==> config.mk <==
export PLATFORM = sky130hd
export DESIGN_NAME = ps2_host_tx
export DESIGN_NICKNAME = d
export VERILOG_FILES = /design/src/rtl/ps2_pkg.sv /design/src/rtl/ps2_line_filter.sv /design/src/rtl/ps2_host_tx.sv
export SDC_FILE = /design/constraint.sdc
export NUM_CORES = 1
export LEC_CHECK = 0
export CAP_MARGIN = 30
export CORE_ASPECT_RATIO = 1.75
export CORE_MARGIN = 3
export CORE_UTILIZATION = 49
export DETAILED_ROUTE_END_ITERATION = 10
export PLACE_DENSITY = 0.67
export SLEW_MARGIN = 20
export SYNTH_ARGS = -nofsm -noshare
export SYNTH_HDL_FRONTEND = slang
export SYNTH_SLANG_ARGS = --single-unit
==> constraint.sdc <==
create_clock -name clk -period 8.1 [get_ports clk]
set_input_delay 1.215 -clock clk [delete_from_list [all_inputs] [get_ports clk]]
set_output_delay 1.215 -clock clk [all_outputs]
set_load 0.02 [all_outputs]
==> src/rtl/ps2_pkg.sv <==
`default_nettype none
// ============================================================================
// Module  : ps2_pkg
// Purpose : Shared state encoding, error codes and command bytes for PS/2 host.
// Revision: 1.0 - initial release
// ============================================================================
package ps2_pkg;

  typedef enum logic [2:0] {
    IDLE      = 3'd0,
    INHIBIT   = 3'd1,
    REQ       = 3'd2,
    SEND      = 3'd3,
    ACK       = 3'd4,
    WAIT_IDLE = 3'd5
  } ps2_state_e;

  localparam logic [1:0] ERR_OK       = 2'b00;
  localparam logic [1:0] ERR_START_TO = 2'b01;
  localparam logic [1:0] ERR_NOACK    = 2'b10;
  localparam logic [1:0] ERR_EDGE_TO  = 2'b11;

  localparam logic [7:0] CMD_SET_LED = 8'hED;
  localparam logic [7:0] CMD_RESET   = 8'hFF;

  function automatic int max3(input int a, input int b, input int c);
    int m;
    m = (a > b) ? a : b;
    return (m > c) ? m : c;
  endfunction

endpackage
`default_nettype wire

==> src/rtl/ps2_line_filter.sv <==
`default_nettype none
// ============================================================================
// Module  : ps2_line_filter
// Purpose : Synchronises PS/2 clock/data, debounces the clock, flags its falls.
// Revision: 1.0 - initial release
// ============================================================================
module ps2_line_filter #(
  parameter int FILT_LEN = 8
) (
  input  logic clk,
  input  logic rst,
  input  logic clk_in,
  input  logic data_in,
  output logic clk_filt,
  output logic data_sync,
  output logic clk_fall
);
  localparam int c_cnt_w = $clog2(FILT_LEN + 1);
  localparam logic [c_cnt_w-1:0] c_filt_last = c_cnt_w'(FILT_LEN - 1);

  logic clk_m_q, clk_s_q, data_m_q, data_s_q;
  logic filt_q, filt_d, prev_q;
  logic [c_cnt_w-1:0] cnt_q, cnt_d;

  // A new level is taken only after FILT_LEN consecutive differing samples.
  always_comb begin
    filt_d = filt_q;
    cnt_d  = '0;
    if (clk_s_q != filt_q) begin
      if (cnt_q == c_filt_last) filt_d = clk_s_q;
      else                      cnt_d  = cnt_q + c_cnt_w'(1);
    end
  end

  // Idle-high reset values keep a spurious fall from appearing after reset.
  always_ff @(posedge clk or negedge rst) begin
    if (!rst) begin
      clk_m_q  <= 1'b1;
      clk_s_q  <= 1'b1;
      data_m_q <= 1'b1;
      data_s_q <= 1'b1;
      filt_q   <= 1'b1;
      prev_q   <= 1'b1;
      cnt_q    <= '0;
    end else begin
      clk_m_q  <= clk_in;
      clk_s_q  <= clk_m_q;
      data_m_q <= data_in;
      data_s_q <= data_m_q;
      filt_q   <= filt_d;
      prev_q   <= filt_q;
      cnt_q    <= cnt_d;
    end
  end

  assign clk_filt  = filt_q;
  assign data_sync = data_s_q;
  assign clk_fall  = prev_q & ~filt_q;

endmodule
`default_nettype wire

==> src/rtl/ps2_host_tx.sv <==
`default_nettype none
// ============================================================================
// Module  : ps2_host_tx
// Purpose : PS/2 host-to-device byte transmitter with ACK check and watchdog.
//           Optional macro PS2_TX_RETRY_EN: up to 2 retries, adds retry_cnt.
// Revision: 1.0 - initial release
// ============================================================================
module ps2_host_tx
  import ps2_pkg::*;
#(
  parameter int INHIBIT_CYCLES = 10000,
  parameter int START_TIMEOUT  = 1500000,
  parameter int FRAME_TIMEOUT  = 200000,
  parameter int FILT_LEN       = 8
) (
  input  logic       clk,
  input  logic       rst,
  input  logic [7:0] tx_data,
  input  logic       tx_valid,
  output logic       tx_ready,
  input  logic       ps2_clk_in,
  input  logic       ps2_data_in,
  output logic       ps2_clk_oe,
  output logic       ps2_data_oe,
  output logic       busy,
  output logic       done,
  output logic [1:0] err
`ifdef PS2_TX_RETRY_EN
  ,
  output logic [1:0] retry_cnt
`endif
);
  localparam int c_cnt_w = $clog2(max3(INHIBIT_CYCLES, START_TIMEOUT, FRAME_TIMEOUT) + 1);
  localparam logic [c_cnt_w-1:0] c_inh_last   = c_cnt_w'(INHIBIT_CYCLES - 1);
  localparam logic [c_cnt_w-1:0] c_start_last = c_cnt_w'(START_TIMEOUT - 1);
  localparam logic [c_cnt_w-1:0] c_frame_last = c_cnt_w'(FRAME_TIMEOUT - 1);

  ps2_state_e state_q, state_d;
  logic [8:0] frame_q, frame_d;
  logic [3:0] idx_q, idx_d;
  logic [c_cnt_w-1:0] cnt_q, cnt_d;
  logic dout_q, dout_d, done_q, done_d, idle_q, idle_d;
  logic [1:0] err_q, err_d;
  logic clk_f, data_s, fall;
  logic end_frame;
  logic [1:0] end_err;
  logic [9:0] bits;
`ifdef PS2_TX_RETRY_EN
  logic [1:0] retry_q, retry_d;
`endif

  ps2_line_filter #(.FILT_LEN(FILT_LEN)) u_filter (
    .clk      (clk),
    .rst      (rst),
    .clk_in   (ps2_clk_in),
    .data_in  (ps2_data_in),
    .clk_filt (clk_f),
    .data_sync(data_s),
    .clk_fall (fall)
  );

  // Serial order after the start bit: D0..D7, parity, stop (always 1).
  assign bits = {1'b1, frame_q};

  always_ff @(posedge clk or negedge rst) begin
    if (!rst) begin
      state_q <= IDLE;
      frame_q <= '0;
      idx_q   <= '0;
      cnt_q   <= '0;
      dout_q  <= 1'b0;
      done_q  <= 1'b0;
      idle_q  <= 1'b0;
      err_q   <= ERR_OK;
`ifdef PS2_TX_RETRY_EN
      retry_q <= '0;
`endif
    end else begin
      state_q <= state_d;
      frame_q <= frame_d;
      idx_q   <= idx_d;
      cnt_q   <= cnt_d;
      dout_q  <= dout_d;
      done_q  <= done_d;
      idle_q  <= idle_d;
      err_q   <= err_d;
`ifdef PS2_TX_RETRY_EN
      retry_q <= retry_d;
`endif
    end
  end

  always_comb begin
    state_d   = state_q;
    frame_d   = frame_q;
    idx_d     = idx_q;
    cnt_d     = cnt_q;
    dout_d    = dout_q;
    done_d    = 1'b0;
    idle_d    = idle_q;
    err_d     = err_q;
    end_frame = 1'b0;
    end_err   = ERR_OK;
`ifdef PS2_TX_RETRY_EN
    retry_d   = retry_q;
`endif
    case (state_q)
      IDLE: begin
        if (tx_valid) begin
          frame_d = {~^tx_data, tx_data};
          err_d   = ERR_OK;
          cnt_d   = '0;
          state_d = INHIBIT;
`ifdef PS2_TX_RETRY_EN
          retry_d = '0;
`endif
        end
      end
      INHIBIT: begin
        if (cnt_q == c_inh_last) begin
          cnt_d   = '0;
          state_d = REQ;
        end else begin
          cnt_d = cnt_q + c_cnt_w'(1);
        end
      end
      REQ: begin
        state_d = SEND;
        cnt_d   = '0;
        idx_d   = '0;
        dout_d  = 1'b1;
      end
      SEND: begin
        if (fall) begin
          cnt_d  = '0;
          dout_d = ~bits[idx_q];
          idx_d  = idx_q + 4'd1;
          if (idx_q == 4'd9) state_d = ACK;
        end else if ((idx_q == 4'd0) ? (cnt_q == c_start_last) : (cnt_q == c_frame_last)) begin
          end_frame = 1'b1;
          end_err   = (idx_q == 4'd0) ? ERR_START_TO : ERR_EDGE_TO;
        end else begin
          cnt_d = cnt_q + c_cnt_w'(1);
        end
      end
      ACK: begin
        if (fall) begin
          err_d   = data_s ? ERR_NOACK : ERR_OK;
          idle_d  = 1'b0;
          state_d = WAIT_IDLE;
        end else if (cnt_q == c_frame_last) begin
          end_frame = 1'b1;
          end_err   = ERR_EDGE_TO;
        end else begin
          cnt_d = cnt_q + c_cnt_w'(1);
        end
      end
      WAIT_IDLE: begin
        if (clk_f && data_s) begin
          if (idle_q) begin
            end_frame = 1'b1;
            end_err   = err_q;
          end else begin
            idle_d = 1'b1;
          end
        end else begin
          idle_d = 1'b0;
        end
      end
      default: state_d = IDLE;
    endcase

    // Frame end: either retry the same byte or report done/err and go idle.
    if (end_frame) begin
      err_d  = end_err;
      dout_d = 1'b0;
`ifdef PS2_TX_RETRY_EN
      if (((end_err == ERR_NOACK) || (end_err == ERR_EDGE_TO)) && (retry_q != 2'd2)) begin
        retry_d = retry_q + 2'd1;
        cnt_d   = '0;
        idle_d  = 1'b0;
        state_d = INHIBIT;
      end else begin
        done_d  = 1'b1;
        state_d = IDLE;
      end
`else
      done_d  = 1'b1;
      state_d = IDLE;
`endif
    end
  end

  always_comb begin
    ps2_clk_oe  = (state_q == INHIBIT) || (state_q == REQ);
    ps2_data_oe = (state_q == REQ) || ((state_q == SEND) && dout_q);
    busy        = (state_q != IDLE);
    tx_ready    = (state_q == IDLE);
  end

  assign done = done_q;
  assign err  = err_q;
`ifdef PS2_TX_RETRY_EN
  assign retry_cnt = retry_q;
`endif

endmodule
`default_nettype wire

# [Word-level counts from Yosys, hierarchy flattened]
# Index checks and enable logic that the tools add are counted.
[word_totals] reg_bits=52 inputBits=13 elab_cells=115
[classes] addsub=3 order_cmp=1 eq_ne=24 n_mux=48 bitwise_logic=3 n_reduce_logical=21
[op_table] operator="2-to-1 mux 21 bit" n=6
[op_table] operator="case mux 21 bit (5 select lines)" n=1
[op_table] operator="2-to-1 mux 2 bit" n=11
[op_table] operator="adder 21 x 1 -> 21 bit (second input constant)" n=1
[op_table] operator="== test 21 x 14 -> 1 bit (second input constant)" n=1
[op_table] operator="== test 21 x 18 -> 1 bit (second input constant)" n=1
[op_table] operator="== test 21 bit (second input constant)" n=1
[op_table] operator="2-to-1 mux 3 bit" n=6
[op_table] operator="case mux 3 bit (6 select lines)" n=1
[op_table] operator="!= test 3 bit (second input constant)" n=5
[op_table] operator="2-to-1 mux 1 bit" n=13
[op_table] operator="2-to-1 mux 4 bit" n=3
[op_table] operator="!= test 2 bit (second input constant)" n=6
[op_table] operator="AND reduction 2 bit" n=5
[op_table] operator="nonzero test 3 bit" n=3
[op_table] operator="adder 4 x 1 -> 4 bit (second input constant)" n=2
[op_table] operator="case mux 4 bit (2 select lines)" n=1
[op_table] operator="XNOR reduction 8 bit" n=1
[op_table] operator="== test 3 x 2 -> 1 bit (second input constant)" n=2
[op_table] operator="== test 3 bit (second input constant)" n=2
[op_table] operator="case mux 2 bit (3 select lines)" n=1
[op_table] operator="AND reduction 6 bit" n=1
[op_table] operator="less-than comparator 4 x 5 -> 1 bit (second input constant)" n=1
[op_table] operator="AND reduction 5 bit" n=1
[op_table] operator="other kinds (19)" n=24

# [Longest topological paths before layout]
# Gate-level depths: netlist of run 1.
[logic_depth] word_depth=7 ltp_mapped=12 mapped_depth_nobuf=8

# [Cells and area by module]
# A second synthesis of run 1 with hierarchy kept.
[hier_totals] hier_cells=288 area_unflattened_um2=2941.6
[modules_own_cells] mod="ps2_host_tx" n_inst=1 cells_per_inst=265 area_each_um2=2567.5 seq_area_each_um2=1051.0
[modules_own_cells] mod="ps2_line_filter" n_inst=1 cells_per_inst=23 area_each_um2=374.1 seq_area_each_um2=257.7

# [Worst setup path after synthesis of run 1]
# OpenSTA, ideal clock, no wires.
[synth_timing] path_type="reg-to-output" start="register state_q[0]" end="output busy" arrival_ns=1.516 t_required_ns=6.885 slack_ns=5.369 stages_incl_launch_ff=4 path_cell_list="dfrtp_1 > clkbuf_1 > nor3_1 > inv_1"
[synth_via] elab_chain_len=1
[synth_lines] element="from (decl)" line_no="ps2_host_tx.sv:38" text="ps2_state_e state_q, state_d;"
[synth_lines] element="from (signal assigned)" line_no="ps2_host_tx.sv:79" text="state_q <= state_d;"
[synth_lines] element="nonzero test 3 bit" line_no="ps2_host_tx.sv:197" text="busy = (state_q != IDLE);"
[synth_lines] element="to (decl)" line_no="ps2_host_tx.sv:25" text="output logic busy,"
# No other way between the ends.

# [Final worst setup path of run 1]
[layout_timing] start="input tx_valid" end="register cnt_q[12]"
[layout_via] elab_chain_len=2
[layout_lines] element="from (decl)" line_no="ps2_host_tx.sv:19" text="input logic tx_valid,"
[layout_lines] element="!= test 2 bit (no line)"
[layout_lines] element="AND reduction 5 bit (no line)"
[layout_lines] element="to (signal assigned)" line_no="ps2_host_tx.sv:82" text="cnt_q <= cnt_d;"
[layout_lines] element="to (decl)" line_no="ps2_host_tx.sv:41" text="logic [c_cnt_w-1:0] cnt_q, cnt_d;"
# No other way between the ends.
# A chain may end at the register's enable or synchronous reset.

==> results of run 1 <==
[cells in the mapped netlist, types with 4 or more instances]
| library cell | instances | share of area [%] |
|---|---|---|
| xnor2_1 | 9 | 2.7 |
| ha_1 | 5 | 2.1 |
| nor3_1 | 9 | 1.5 |
| nor4_1 | 5 | 1.1 |
| nand4_1 | 6 | 1.3 |
| o21ai_1 | 6 | 1.0 |
| o31ai_4 | 4 | 2.9 |
| nor2_1 | 18 | 2.3 |
| dfrtp_1 | 46 | 39 |
| nand2_1 | 26 | 3.3 |
| a31oi_1 | 5 | 1.1 |
| a21oi_1 | 12 | 2.0 |
| nand2b_1 | 7 | 1.5 |
| inv_1 | 8 | 1.0 |
| o31ai_1 | 7 | 1.8 |
| dfstp_2 | 6 | 5.3 |
| nand3_1 | 16 | 2.7 |
| mux2_2 | 10 | 3.8 |
| o21ai_0 | 27 | 4.6 |
| clkbuf_1 | 11 | 1.4 |
| nor2b_1 | 6 | 1.3 |
[registers in the layout, indices dropped and copies added, names as in the netlist]
register	count
dout_q	1
u_filter.clk_filt	1
u_filter.clk_m_q	1
u_filter.data_m_q	1
idx_q	4
cnt_q	21
u_filter.clk_s_q	1
idle_q	1
state_q	3
frame_q	9
u_filter.prev_q	1
u_filter.data_sync	1
err	2
u_filter.cnt_q	4
done	1
[how the worst max path moves through the flow]
stage	from	end	slack, ns	cells after the start
2_1_floorplan	state_q[0]	busy	5.37	3
3_3_place_gp	tx_valid	cnt_q[12]	4.24	6
3_5_place_dp	tx_valid	cnt_q[12]	4.31	7
4_1_cts	idx_q[0]	cnt_q[4]	4.63	9
5_1_grt	idx_q[0]	cnt_q[9]	4.48	9
6_report	tx_valid	cnt_q[12]	4.64	7
[cell families (layout without fill, tap and decap cells)]
group / Yosys count / in the layout / share of synthesized area [%]
compound gates: 82 / 82 / 20.66
mux: 13 / 13 / 5.673
xor+xnor: 10 / 10 / 2.964
flops: 52 / 52 / 44.28
buf+inv: 26 / 38 / 3.937
simple gates: 114 / 114 / 20.36
fa+ha+maj: 5 / 5 / 2.117
[area by class of cell]
type	count	area [um2]
clock inverters	1	5.005
inverters	8	30.03
flip-flops and latches	52	1309
fillers	518	2460
well taps	76	95.09
clock buffers	7	76.32
multi-input cells	224	1530
repair buffers	22	215.2
[per-layer routing]
metal,track usage (%),routed length (um)
met1,22.36,2564
met2,37.44,3535
met3,4.021,141
met4,7.867,106
met5,0,0
[per-stage QoR]
| step | total power, mW | cells | setup slack, ns | area [um2] | utilization (%) |
|---|---|---|---|---|---|
| 2_1_floorplan | 0.6898 | 302 | 5.369 | 2955 | - |
| 3_3_place_gp | 0.7758 | 381 | 4.238 | 3164 | 55.32 |
| 3_5_place_dp | 0.7982 | 382 | 4.310 | 3179 | 55.58 |
| 4_1_cts | 0.9444 | 390 | 4.631 | 3261 | 57.00 |
| 5_1_grt | 1.009 | 390 | 4.479 | 3261 | 57.00 |
| 6_report | 0.9364 | 390 | 4.635 | 3261 | 57.00 |
[worst reg2reg max path: stages, from the launching register on]
cell and delay [ns]:
dfrtp_1 0.51, inv_1 0.12, ha_1 0.15, or3b_4 0.39, or2_1 0.23, nor4_1 0.54
or3b_1 0.58, or2_1 0.46, buf_8 0.23, o31ai_1 0.10
[report_power, final]
part           internal, mW  switching, mW  total (mW)  leakage (nW)
registers             0.318         0.0679       0.386         0.673
logic                 0.180          0.226       0.406         0.567
clock network        0.0608         0.0835       0.144        0.0422
==> results.sh, run 1 <==
export IMPL_status="complete, no violations"
export IMPL_slowest_delay_ns=0.64
export IMPL_cp_top_family="simple AND/OR/NAND/NOR gates"
export IMPL_layout_nets=331
export IMPL_fin_hold_ws_ns=0.3600
export IMPL_path_cells="clkdlybuf4s50_1 -> nor4_1 -> a21oi_1 -> or3b_1 -> or2_1 -> buf_8 -> o41ai_2"
export IMPL_cts_resized_gates=0
export IMPL_final_common_cell="dfrtp_1"
export IMPL_critPathSlowestCell="or3b_1"
export IMPL_synth_edf_count=0
export IMPL_vias_per_cell=5.897
export IMPL_clk_latency_ns=0.32
export IMPL_r2r_slack_ns=4.67
export IMPL_n_antenna_cell=0
export IMPL_antenna_found_initial=0
export IMPL_drv_cap=0
export IMPL_syn_avg_cell_area_um2=9.786
export IMPL_path_clk_slew_ns=0.08
export IMPL_wl_um=6347
export IMPL_worst_slew_pin_slew_ns=0.8861
export IMPL_syn_num_nets=320
export IMPL_die_area_um2=7036
export IMPL_endpoint_kind="flop"
export IMPL_io_buffers=19
export IMPL_slew_headroom_pct=40.81
export IMPL_drt_first_pass_iters=4
export IMPL_reg2reg_depth=9
export IMPL_drive_gt1_share_pct=12.74
export IMPL_worstHoldStart="u_filter.clk_m_q"
export IMPL_maxSlewViolCount=0
export IMPL_netlist_cell_type_count=52
export IMPL_timing_rr_end="cnt_q[4]"
export IMPL_worst_setup_path_start_kind="primary input"
export IMPL_hold_path_depth=0
export IMPL_ys_flop_type="dfrtp_1"
export IMPL_rows=36
export IMPL_vias=2300
export IMPL_ys_async_sr_fraction_pct=100.0
export IMPL_area_growth_pct=10.33
export IMPL_start_util_pct=51.66
export IMPL_synth_cells=302
export IMPL_grt_pass1_wl_um=11160
export IMPL_period_needed_ns=3.465
export IMPL_p_leak_nw=1.282
export IMPL_syn_area_um2=2955
export IMPL_cts_sinks=52
export IMPL_gp_congestion=0.7768
export IMPL_num_io_pins=20
export IMPL_ir_worst_vdd_v=0.0002046
export IMPL_hold_violations=0
export IMPL_holdPathEnd="u_filter.clk_s_q"
export IMPL_p_per_area_nw_per_um2=287.2
export IMPL_regToRegStartpoint="idx_q[0]"
export IMPL_finalCritPeriodShare_pct=42.78
export IMPL_post_cts_buffers=0
export IMPL_core_um2=5720
export IMPL_timing_fmax_mhz=288.6
export IMPL_clock_skew_ns=0.009485
export IMPL_rsz0062_at_grt="no"
export IMPL_ant_nets=0
export IMPL_cts_root_buf="clkbuf_8"
export IMPL_htree_levels=2
export IMPL_grt_pass1_vias=2365
export IMPL_postCtsHoldBufs=0
export IMPL_cp_required_ns=8.32
export IMPL_grtUsageTotal_pct=20.27
export IMPL_synth_seq_cells=52
export IMPL_critPathKind="primary input to flop"
export IMPL_cts_tree="built"
export IMPL_final_cell_mix="dfrtp_1, o21ai_0, nand2_1"
export IMPL_numCtsBuffers=5
export IMPL_grt_max_degree=53
export IMPL_grt_overflow=0
export IMPL_critical_path_buf_inv_count=2
export IMPL_hpwlAfterDp_um=4498
export IMPL_worstPathMaxFanout=19
export IMPL_die_y_um=108.7
export IMPL_wl_per_cell_um=16.27
export IMPL_drc=0
export IMPL_hp_class="flop to flop"
export IMPL_drtIter0Drc=129
export IMPL_dieWidth_um=64.71
export IMPL_ctsLongestPathBuffers=2
export IMPL_setup_tns_ns=0
export IMPL_critical_path_arrival_ns=3.68
export IMPL_seq_area_frac_synth_pct=44.28
export IMPL_yosys_warnings=0
export IMPL_setup_viol=0
Power figures use the tool's default switching activity.
==> run 2: changes to the inputs <==
Clock period 8.1 ns to 3.3 ns, I/O delays scaled along.
==> results.sh, run 2 (synthesis results as in run 1) <==
export IMPL_critPathKind="flop to flop"
export IMPL_rows=36
export IMPL_die_y_um=108.7
export IMPL_antenna_found_initial=0
export IMPL_worst_slew_pin_slew_ns=0.7732
export IMPL_p_total_mw=2.373
export IMPL_setup_viol=0
export IMPL_numCtsBuffers=5
export IMPL_dpl_cell_area_um2=3224
export IMPL_grt_pass1_vias=2379
export IMPL_hold_violations=0
export IMPL_dieWidth_um=64.71
export IMPL_grt_busiest_layer="met2"
export IMPL_cts_sinks=52
export IMPL_finalCritPeriodShare_pct=80.53
export IMPL_wl_per_cell_um=16.36
export IMPL_critPathLaunch="idx_q[1]"
export IMPL_setup_tns_ns=0
export IMPL_htree_levels=2
export IMPL_grt_use_met1_pct=23.00
export IMPL_rsz0062_at_grt="no"
export IMPL_clk_latency_ns=0.32
export IMPL_maxSlewViolCount=0
export IMPL_timing_fmax_mhz=376.3
export IMPL_drc=0
export IMPL_post_cts_buffers=0
export IMPL_drive_gt1_share_pct=14.95
export IMPL_worstPathMaxFanout=19
export IMPL_grtUsageTotal_pct=20.65
export IMPL_grt_use_met3_pct=3.711
export IMPL_area_growth_pct=12.28
export IMPL_vias_per_cell=5.990
export IMPL_final_cell_mix="dfrtp_1, o21ai_0, nand2_1"
export IMPL_hp_class="primary input to async pin"
export IMPL_drtIter0Drc=132
export IMPL_reg2reg_depth=9
export IMPL_grt_overflow=0
export IMPL_worst_setup_path_start_kind="flop"
export IMPL_cts_root_buf="clkbuf_8"
export IMPL_drt_first_pass_iters=4
export IMPL_worst_slack_ns=0.6424
export IMPL_post_place_ws_ns=0.6597
export IMPL_status="complete, no violations"
export IMPL_ant_nets=0
export IMPL_gp_congestion=0.8380
export IMPL_p_per_area_nw_per_um2=715.0
export IMPL_hpwlAfterDp_um=4751
export IMPL_largest_reg_flops=21
export IMPL_p_leak_nw=1.317
export IMPL_start_util_pct=51.66
export IMPL_core_um2=5720
export IMPL_path_clk_slew_ns=0.09
export IMPL_final_common_cell="dfrtp_1"
export IMPL_instances_no_fill=397
export IMPL_slew_headroom_pct=48.05
export IMPL_reg_top3="cnt_q (21), frame_q (9)"
export IMPL_grt_max_degree=22
export IMPL_final_util_pct=58.01
export IMPL_drv_cap=0
export IMPL_ctsLongestPathBuffers=2
export IMPL_final_area_um2=3318
export IMPL_cts_tree="built"
export IMPL_period_needed_ns=2.658
export IMPL_n_antenna_cell=0
export IMPL_layout_nets=338
export IMPL_clock_skew_ns=0.004951
export IMPL_regMostFlops="cnt_q"
export IMPL_grt_pass1_wl_um=11340
export IMPL_endpoint_kind="flop"
export IMPL_io_buffers=19
export IMPL_regToRegStartpoint="idx_q[1]"
export IMPL_dpl_cell_count=389
export IMPL_postCtsHoldBufs=0
export IMPL_grt_use_met2_pct=37.95
export IMPL_ir_worst_vdd_v=0.0003664
export IMPL_vias=2378
export IMPL_cp_required_ns=3.50
export IMPL_fin_hold_ws_ns=0.03735
export IMPL_cts_resized_gates=0
export IMPL_wl_um=6494
export IMPL_num_io_pins=20
export IMPL_critical_path_arrival_ns=2.86
export IMPL_die_area_um2=7036
==> run 2: worst max-delay path, cell delays in order, from the launching register on <==
cell and delay, ns:
dfrtp_1 0.45, inv_1 0.15, ha_1 0.15, or3b_4 0.39, or2_1 0.23, nor4_1 0.43, or3b_1 0.20, or2_1 0.10
buf_4 0.31, o41ai_2 0.13
==> run 2: worst paths after layout <==
path,end,slack [ns]
max in group asynchronous,u_filter.clk_m_q,2.66
hold / removal,u_filter.cnt_q[0],0.04
setup / recovery,cnt_q[12],0.64
min in group clk,u_filter.clk_s_q,0.36
setup reg to reg,cnt_q[12],0.64
hold reg to reg,u_filter.clk_s_q,0.36
==> run 2: power breakdown <==
| group | internal, mW | leakage, nW | switching, mW | total, mW |
|---|---|---|---|---|
| sequential | 0.782 | 0.673 | 0.135 | 0.917 |
| clock | 0.171 | 0.0445 | 0.217 | 0.388 |
| combinational | 0.464 | 0.600 | 0.604 | 1.07 |
==> run 2: cell type report <==
class	instances	area (um2)
Fill cell	522	2402
Multi-Input combinational cell	224	1530
Sequential cell	52	1309
Timing Repair Buffer	29	260.3
Tap cell	76	95.09
Clock buffer	7	86.33
Inverter	8	30.03
Clock inverter	1	7.507
==> run 2: per-layer routing <==
metal	share of wire, %	wire length (um)
met5	0	0
met1	40	2593
met3	2.2	143
met2	55	3585
met4	2.6	172
==> run 3: changes to the inputs <==
Clock period 3.3 ns to 2.5 ns, I/O delays scaled along.
==> results.sh, run 3 (synthesis results as in run 1) <==
export IMPL_pwr_share_comb_pct=53.3
export IMPL_setup_tns_ns=0
export IMPL_io_buffers=19
export IMPL_wl_um=7116
export IMPL_cts_tree="built"
export IMPL_largest_reg_flops=21
export IMPL_ant_nets=0
export IMPL_clk_latency_ns=0.30
export IMPL_worst_slew_pin_slew_ns=0.8469
export IMPL_core_um2=5720
export IMPL_maxSlewViolCount=0
export IMPL_drc=0
export IMPL_power_internal_mw=2.120
export IMPL_power_share_clock_pct=13.6
export IMPL_hold_violations=0
export IMPL_dpl_cell_count=407
export IMPL_drv_cap=0
export IMPL_slew_headroom_pct=43.54
export IMPL_rows=36
export IMPL_drtIter0Drc=163
export IMPL_die_y_um=108.7
export IMPL_htree_levels=2
export IMPL_switching_share_pct=39.29
export IMPL_grt_pass1_vias=2500
export IMPL_critPathKind="flop to flop"
export IMPL_grtUsageTotal_pct=20.35
export IMPL_pwr_share_seq_pct=33.1
export IMPL_vias=2512
export IMPL_timing_rr_end="cnt_q[13]"
export IMPL_postCtsHoldBufs=0
export IMPL_path_clk_slew_ns=0.10
export IMPL_drive_gt1_share_pct=24.13
export IMPL_gp_congestion=0.8485
export IMPL_worst_slack_ns=0.07506
export IMPL_timing_fmax_mhz=412.4
export IMPL_n_antenna_cell=0
export IMPL_critical_path_arrival_ns=2.63
export IMPL_reg2reg_depth=9
export IMPL_wl_per_cell_um=16.94
export IMPL_clock_skew_ns=0.009399
export IMPL_die_area_um2=7036
export IMPL_final_common_cell="dfrtp_1"
export IMPL_num_io_pins=20
export IMPL_final_cell_mix="dfrtp_1, buf_4, nand2_1, o21ai_0"
export IMPL_reg_top3="cnt_q (21), frame_q (9)"
export IMPL_regMostFlops="cnt_q"
export IMPL_hp_class="primary input to async pin"
export IMPL_ir_worst_vdd_v=0.0004550
export IMPL_period_needed_ns=2.425
export IMPL_dieWidth_um=64.71
export IMPL_p_leak_nw=1.540
export IMPL_fin_hold_ws_ns=0.1655
export IMPL_area_growth_pct=22.95
export IMPL_grt_overflow=0
export IMPL_grt_pass1_wl_um=11420
export IMPL_worstPathMaxFanout=5
export IMPL_finalCritPeriodShare_pct=97.00
export IMPL_status="complete, no violations"
export IMPL_instances_no_fill=420
export IMPL_hpwlAfterDp_um=4949
export IMPL_endpoint_kind="flop"
export IMPL_drt_first_pass_iters=4
export IMPL_setup_viol=0
export IMPL_cts_sinks=52
export IMPL_regToRegStartpoint="idx_q[0]"
export IMPL_antenna_found_initial=0
export IMPL_worst_setup_path_start_kind="flop"
export IMPL_numCtsBuffers=5
export IMPL_p_per_area_nw_per_um2=960.9
export IMPL_grt_max_degree=40
export IMPL_ctsLongestPathBuffers=2
export IMPL_cp_required_ns=2.71
export IMPL_r2r_slack_ns=0.08
export IMPL_vias_per_cell=5.981
export IMPL_layout_nets=361
export IMPL_start_util_pct=51.66
export IMPL_p_switching_mw=1.372
export IMPL_p_total_mw=3.491
export IMPL_post_place_ws_ns=0.06821
export IMPL_cts_root_buf="clkbuf_8"
==> run 3: changes by cell type in the layout (fill, tap and decap cells not counted), sizes merged <==
cell / previous run / this run
clkinv: 0 / 1
clkbuf: 7 / 8
buf: 11 / 32
==> run 3: layout make-up <==
type	instances	area, um2
clock buffer	6	72.57
inverter	8	30.03
tap	76	95.09
sequential	52	1309
timing repair buffer	52	496.7
clock inverter	2	12.51
multi-input combinational	224	1618
fill	475	2087
==> run 3: timing repair <==
| item | in CTS | in global routing |
|---|---|---|
| setup endpoints to repair | 0 | 13 |
| gates resized for setup | 0 | 15 |
| buffers inserted | 0 | 2 |
==> run 3: worst max path at each step <==
stage | startpoint | endpoint | cells after the start
finish | idx_q[0] | cnt_q[13] | 9
floorplan | idx_q[0] | cnt_q[16] | 12
CTS | idx_q[1] | cnt_q[6] | 9
global route | idx_q[0] | cnt_q[8] | 9
global placement | idx_q[1] | cnt_q[18] | 9
detailed placement | idx_q[1] | cnt_q[6] | 9
==> run 3: layer usage <==
metal / global-route usage (%) / up-vias / part of all wire, %
met4: 7.716 / 0 / 3.0
met2: 37.29 / 70 / 56
li1: - / 1192 / -
met5: 0 / - / 0
met3: 2.680 / 19 / 3.1
met1: 23.64 / 1231 / 38
==> run 3: per-stage QoR <==
| stage | instance area [um2] | util [%] |
|---|---|---|
| global placement | 3391 | 59.27 |
| global route | 3633 | 63.52 |
| floorplan | 2987 | - |
| finish | 3633 | 63.52 |
| CTS | 3476 | 60.76 |
| detailed placement | 3391 | 59.27 |
==> run 3: worst max-delay path: stages, from the launching register on <==
cell and delay [ns]:
dfrtp_1 0.40, inv_2 0.08, ha_4 0.12, or3b_4 0.38, a41oi_2 0.18, nor3_2 0.07, or3b_4 0.38, or2_4 0.31
clkbuf_16 0.18, o31ai_1 0.22
==> run 3: power by group through the flow <==
stage	Combinational (mW)	Sequential [mW]	Clock, mW
6_report	1.86	1.16	0.473
5_1_grt	2.02	1.18	0.527
4_1_cts	1.63	1.16	0.488
3_5_place_dp	1.62	1.18	0
3_3_place_gp	1.59	1.17	0
2_1_floorplan	1.14	1.15	0
